<file path="src/rtl/in_mat_stream_loader_if.sv">
// Element stream and BRAM port-A bundle for the input-matrix loader.
// slave = loader side (stream sink, BRAM driver); master = stream source / BRAM observer.
interface in_mat_stream_loader_if #(
    parameter int ELEM_WIDTH     = 16,
    parameter int ELEMS_PER_WORD = 4,
    parameter int ADDR_WIDTH_A   = 8
);
    logic                                 s_valid;
    logic                                 s_ready;
    logic [ELEM_WIDTH-1:0]                s_data;
    logic                                 s_last;
    logic                                 bram_en;
    logic                                 bram_we;
    logic [ADDR_WIDTH_A-1:0]              bram_addr;
    logic [ELEM_WIDTH*ELEMS_PER_WORD-1:0] bram_din;

    modport slave (
        input  s_valid, s_data, s_last,
        output s_ready, bram_en, bram_we, bram_addr, bram_din
    );

    modport master (
        output s_valid, s_data, s_last,
        input  s_ready, bram_en, bram_we, bram_addr, bram_din
    );
endinterface

</file>
<file path="src/rtl/in_mat_stream_loader.sv">
// Packs a valid/ready element stream into BRAM words written from address 0, then pulses load_done.
// Optional running element checksum output is enabled by defining IN_LOADER_CHECKSUM_EN.
module in_mat_stream_loader #(
    parameter int ELEM_WIDTH     = 16,
    parameter int ELEMS_PER_WORD = 4,
    parameter int ADDR_WIDTH_A   = 8,
    parameter int NUM_WORDS      = 64
) (
    input  logic                   clk,
    input  logic                   rst,
    input  logic                   start,
    in_mat_stream_loader_if.slave  bus,
    output logic                   busy,
    output logic                   load_done,
    output logic                   err_last
`ifdef IN_LOADER_CHECKSUM_EN
    ,
    output logic [ELEM_WIDTH-1:0]  checksum
`endif
);
    localparam int LANE_W = (ELEMS_PER_WORD > 1) ? $clog2(ELEMS_PER_WORD) : 1;

    typedef enum logic [1:0] {IDLE, LOAD, FLUSH, DONE} state_t;

    state_t                                    state;
    logic [LANE_W-1:0]                         lane_cnt;
    logic [ADDR_WIDTH_A-1:0]                   word_cnt;
    logic [ELEMS_PER_WORD-1:0][ELEM_WIDTH-1:0] lanes;
    logic [ELEMS_PER_WORD-1:0][ELEM_WIDTH-1:0] packed_word;
    logic                                      accept;
    logic                                      last_lane;
    logic                                      last_word;
    logic                                      word_done;
    logic                                      final_elem;

    assign bus.s_ready = (state == LOAD);
    assign busy        = (state != IDLE);
    assign accept      = bus.s_valid && bus.s_ready;
    assign last_lane   = (lane_cnt == LANE_W'(ELEMS_PER_WORD - 1));
    assign last_word   = (word_cnt == ADDR_WIDTH_A'(NUM_WORDS - 1));
    assign word_done   = last_lane || bus.s_last;
    assign final_elem  = last_lane && last_word;

    // NOTE: copy the whole buffer before the indexed lane write so every bit has a value on every path (no latch).
    always_comb begin
        packed_word           = lanes;
        packed_word[lane_cnt] = bus.s_data;
    end

    // NOTE: the lane buffer is reset along with the control state so an aborted load leaves no stale lanes behind.
    always_ff @(posedge clk or posedge rst) begin
        if (rst) begin
            state         <= IDLE;
            lane_cnt      <= '0;
            word_cnt      <= '0;
            lanes         <= '0;
            err_last      <= 1'b0;
            load_done     <= 1'b0;
            bus.bram_en   <= 1'b0;
            bus.bram_we   <= 1'b0;
            bus.bram_addr <= '0;
            bus.bram_din  <= '0;
`ifdef IN_LOADER_CHECKSUM_EN
            checksum      <= '0;
`endif
        end else begin
            // NOTE: non-blocking assignments throughout, so every branch reads the pre-edge register values.
            bus.bram_en <= 1'b0;
            bus.bram_we <= 1'b0;
            load_done   <= 1'b0;
            case (state)
                IDLE: begin
                    if (start) begin
                        lane_cnt <= '0;
                        word_cnt <= '0;
                        lanes    <= '0;
                        err_last <= 1'b0;
`ifdef IN_LOADER_CHECKSUM_EN
                        checksum <= '0;
`endif
                        state    <= LOAD;
                    end
                end
                LOAD: begin
                    if (accept) begin
`ifdef IN_LOADER_CHECKSUM_EN
                        checksum <= checksum + bus.s_data;
`endif
                        // s_last must coincide exactly with the last lane of the last word.
                        if (bus.s_last != final_elem)
                            err_last <= 1'b1;
                        if (word_done) begin
                            bus.bram_en   <= 1'b1;
                            bus.bram_we   <= 1'b1;
                            bus.bram_addr <= word_cnt;
                            bus.bram_din  <= packed_word;
                            lanes         <= '0;
                            lane_cnt      <= '0;
                            if (bus.s_last || last_word)
                                state <= FLUSH;
                            else
                                word_cnt <= word_cnt + 1'b1;
                        end else begin
                            lanes    <= packed_word;
                            lane_cnt <= lane_cnt + 1'b1;
                        end
                    end
                end
                FLUSH: begin
                    load_done <= 1'b1;
                    state     <= DONE;
                end
                DONE: begin
                    state <= IDLE;
                end
                default: state <= IDLE;
            endcase
        end
    end
endmodule

</file>
<file path="src/flat_wrapper.sv">
// flat-port wrapper written by rule: the top's interface ports become plain ports
module in_mat_stream_loader_flat 
#(
    parameter int ELEM_WIDTH     = 16,
    parameter int ELEMS_PER_WORD = 4,
    parameter int ADDR_WIDTH_A   = 8,
    parameter int NUM_WORDS      = 64
)
  (clk, rst, start, busy, load_done, err_last, bus_s_valid, bus_s_data, bus_s_last, bus_s_ready, bus_bram_en, bus_bram_we, bus_bram_addr, bus_bram_din);
  in_mat_stream_loader_if #(.ELEM_WIDTH(ELEM_WIDTH), .ELEMS_PER_WORD(ELEMS_PER_WORD), .ADDR_WIDTH_A(ADDR_WIDTH_A)) bus_i ();
  input  logic clk;
  input  logic rst;
  input  logic start;
  output logic busy;
  output logic load_done;
  output logic err_last;
  input wire logic [$bits(bus_i.s_valid)-1:0] bus_s_valid;
  input wire logic [$bits(bus_i.s_data)-1:0] bus_s_data;
  input wire logic [$bits(bus_i.s_last)-1:0] bus_s_last;
  output wire logic [$bits(bus_i.s_ready)-1:0] bus_s_ready;
  output wire logic [$bits(bus_i.bram_en)-1:0] bus_bram_en;
  output wire logic [$bits(bus_i.bram_we)-1:0] bus_bram_we;
  output wire logic [$bits(bus_i.bram_addr)-1:0] bus_bram_addr;
  output wire logic [$bits(bus_i.bram_din)-1:0] bus_bram_din;
  assign bus_i.s_valid = bus_s_valid;
  assign bus_i.s_data = bus_s_data;
  assign bus_i.s_last = bus_s_last;
  assign bus_s_ready = bus_i.s_ready;
  assign bus_bram_en = bus_i.bram_en;
  assign bus_bram_we = bus_i.bram_we;
  assign bus_bram_addr = bus_i.bram_addr;
  assign bus_bram_din = bus_i.bram_din;
  in_mat_stream_loader #(.ELEM_WIDTH(ELEM_WIDTH), .ELEMS_PER_WORD(ELEMS_PER_WORD), .ADDR_WIDTH_A(ADDR_WIDTH_A), .NUM_WORDS(NUM_WORDS)) u_core (.clk(clk), .rst(rst), .start(start), .bus(bus_i), .busy(busy), .load_done(load_done), .err_last(err_last));
endmodule
</file>
<file path="config.mk">
export PLATFORM = sky130hd
export DESIGN_NAME = in_mat_stream_loader_flat
export DESIGN_NICKNAME = d
export VERILOG_FILES = /design/src/rtl/in_mat_stream_loader_if.sv /design/src/rtl/in_mat_stream_loader.sv /design/src/flat_wrapper.sv
export SDC_FILE = /design/constraint.sdc
export NUM_CORES = 1
export LEC_CHECK = 0
export BUFFER_PORTS_ARGS = -buffer_cell sky130_fd_sc_hd__buf_2
export CAP_MARGIN = 15
export CORE_UTILIZATION = 59
export CTS_BUF_LIST = sky130_fd_sc_hd__clkbuf_2
export DETAILED_ROUTE_END_ITERATION = 6
export GPL_TIMING_DRIVEN = 1
export HOLD_SLACK_MARGIN = 0.02
export PLACE_DENSITY = 0.87
export SLEW_MARGIN = 20
export SYNTH_ARGS = -nofsm -noshare
export SYNTH_HDL_FRONTEND = slang
export SYNTH_SLANG_ARGS = --single-unit
</file>
<file path="constraint.sdc">
create_clock -name clk -period 5.3 [get_ports clk]
set_input_delay 0 -clock clk [delete_from_list [all_inputs] [get_ports clk]]
set_output_delay 0 -clock clk [all_outputs]
set_load 0.01 [all_outputs]
</file>
==> reports/results.tsv <==
metric	value	unit
finalHoldViolations	0	
p_per_area	434	mW/mm²
power.leakage	3.67	nW
path_cells	ha_1 -> nor2_1 -> or2_4 -> buf_4 -> o21ai_0	
final_max_slew_viol_count	0	
clockPowerShare	0.220	
ys_types	37	
switching_share	0.365	
hold_depth	3	
p_int	2.04	mW
synth_top_area_share	0.592	
hp-class	input port to flop	
ir_worst_vdd	0.000242	V
synth-main-ff-cell	dfrtp_1	
syn_nets	595	
postSynthCellCount	565	
core	0.0104	mm²
drc_errors	0	
fmax	0.337	GHz
dieArea	0.0112	mm²
cp_top_family	simple AND/OR/NAND/NOR gates	
hpwlAfterDp	9.60	mm
setup_slack	2330	ps
synth.cell_area	0.00638	mm²
synth_largest_area_cell	dfrtp_1	
dieWidth	106	µm
setup_viol	0	
end_kind	flop	
p_switching	1.17	mW
finalNetCount	699	
r2r_slack	2330	ps
grt_pass1_wl	23.7	mm
r2r_cells	5	
finalWeightedCongestion	0.803	
antenna_found_initial	0	
slowest_stage	buf_4	
drive_above_1_share	0.201	
seq_power_share	0.463	
post_cts_buffers	0	
min_period	2970	ps
fin_setup_tns	0	ps
cp_num_buf_inv	1	
grt_usage	0.272	
ys_seq_elements	151	
ant_nets	0	
numCtsBuffers	17	
dr.pass1.iters	5	
yosys_warnings	0	
syn_area_per_cell	11.3	µm²
clockRootBuffer	clkbuf_2	
row_count	37	
via_per_inst	5.85	
slowest_delay	720	ps
ios	99	
status	finished clean	
cp_data_required_time	5870	ps
cts_tree	built	
diodes	0	
fin_worst_skew	27.4	ps
cp.arrival	3540	ps
synth_edf_count	0	
worstSetupPathType	flop to flop	
wl	14.2	mm
die_h	106	µm
crit_fanout	102	
ys_seq_area_frac	0.592	
fin_crit_sh	0.560	
startpoint_type	flop	
cts_resized	0	
synth.area.top_cells	dfrtp_1 59%, mux2i_1 10%, a22o_1 6.2%, nand2_1 5.6%, o21ai_0 5.3%	
grt_max_degree	103	
wl_per_cell	17.5	µm
clk_pin_slew_worst_paths	220	ps
cts_sinks	151	
port_buffers	98	
worst_pin_slew	1140	ps
path_depth	5	
initial_core_util	0.613	
pre_cts_ws	2350	ps
slew_headroom	0.243	
power_frac_comb	0.317	
nFillCells	725	
insertion_delay	700	ps
maxCapViolations	0	
rsz0062_at_grt	no	
clk_path_buf_depth	2	
htreeDepth	4	
async_flop_share	1.00	
grt_remaining_overflow	0	
grt_pass1_vias	4659	
vias	4773	
drt_iter0_drc	303	
area_delta_synth_final	16.1	%
[power by group through the flow]
| stage | registers (mW) | logic (mW) | clock network (mW) |
|---|---|---|---|
| after floorplan | 1.55 | 0.600 | 0 |
| after global placement | 1.50 | 0.926 | 0 |
| after detailed placement | 1.51 | 0.970 | 0 |
| after CTS | 1.49 | 1.00 | 0.718 |
| after global routing | 1.51 | 1.13 | 0.773 |
| final | 1.49 | 1.02 | 0.707 |
[Yosys cell counts, types with 2 or more instances]
library cell    n
a21oi_1         7
nand3_1         9
nor2b_1         2
a22o_1         45
o31ai_1         5
dfrtp_1       151
nand4_1         4
nand2_1        95
o21ai_1         3
buf_1           2
or4_1           5
or3_1           3
a32o_1          3
ha_1            9
inv_1          10
mux2i_1        65
buf_2          17
o21ai_0        68
nand2b_1        2
nor2_1          7
and4_1          2
clkbuf_1       18
and2_1         19
[final cells by class]
| type | instances | area, µm² | share of cell area |
|---|---|---|---|
| well taps | 136 | 170 | 0.0230 |
| clock buffers | 18 | 90.1 | 0.0122 |
| multi-input cells | 365 | 2410 | 0.325 |
| flip-flops and latches | 151 | 3780 | 0.510 |
| inverters | 11 | 46.3 | 0.00625 |
| repair buffers | 123 | 736 | 0.0993 |
| clock inverters | 12 | 176 | 0.0238 |
[kinds of logic (layout without fill, tap and decap cells)]
logic type	Yosys count	in the layout	synth area share
simple gates	155	155	0.115
flops	151	151	0.592
compound gates	135	135	0.139
mux	65	65	0.102
buf+inv	49	164	0.0327
fa+ha+maj	9	9	0.0176
xor+xnor	1	1	0.00137
[worst register-to-register path, stage by stage, from the launching register on]
cell and delay, ps:
dfrtp_1 480, ha_1 590, nor2_1 370, or2_4 410, buf_4 720, o21ai_0 280
[cell usage in the layout, fill, tap and decap left out, types with 9 or more instances in the layout]
cell type      instances
nand3_1                9
clkbuf_2              18
mux2i_1               65
nand2_1               95
dfrtp_1              151
dlygate4sd3_1         23
a22o_1                45
and2_1                19
o21ai_0               68
buf_2                 98
inv_1                  9
[through the flow]
step | power [mW] | util | hold slack (ps) | instances | cell area (µm²)
3_3_place_gp | 2.42 | 0.662 | 159 | 763 | 6900
6_report | 3.22 | 0.711 | 186 | 816 | 7410
2_1_floorplan | 2.15 | - | 140 | 565 | 6380
4_1_cts | 3.21 | 0.710 | 155 | 816 | 7390
3_5_place_dp | 2.48 | 0.662 | 166 | 763 | 6900
5_1_grt | 3.41 | 0.711 | 154 | 816 | 7410
[path summary, 6_finish.rpt]
| check | startpoint | end |
|---|---|---|
| setup / recovery | u_core.lane_cnt[0] | u_core.bus.bram_din[37] |
| hold / removal | bus_s_data[15] | u_core.lanes[15] |
| setup reg to reg | u_core.lane_cnt[0] | u_core.bus.bram_din[37] |
| hold reg to reg | u_core.bus.bram_addr[5] | u_core.bus.bram_addr[5] |
| max in group asynchronous | rst | u_core.lane_cnt[1] |
| min in group asynchronous | rst | u_core.lanes[3] |
[what timing repair did]
action	4_1_cts	5_1_grt
hold endpoints to repair	201	0
setup endpoints to repair	0	0
hold buffers	23	0
[per-layer routing]
metal	share of wire	up-vias	routed length (µm)	track usage
met2	0.46	178	6620	0.416
met4	0.016	0	229	0.0863
met5	0	-	0	0
li1	-	2200	-	-
met1	0.46	2369	6520	0.389
met3	0.061	26	869	0.0613
[state kept, by name, indices dropped and copies added, names as in the netlist]
| signal | flops |
|---|---|
| u_core.lanes | 64 |
| u_core.word_cnt | 8 |
| u_core.lane_cnt | 2 |
| u_core.load_done | 1 |
| u_core.bus.bram_din | 64 |
| u_core.err_last | 1 |
| u_core.bus.bram_en | 1 |
| u_core.bus.bram_addr | 8 |
| u_core.state | 2 |
Power figures use the tool's default switching activity.
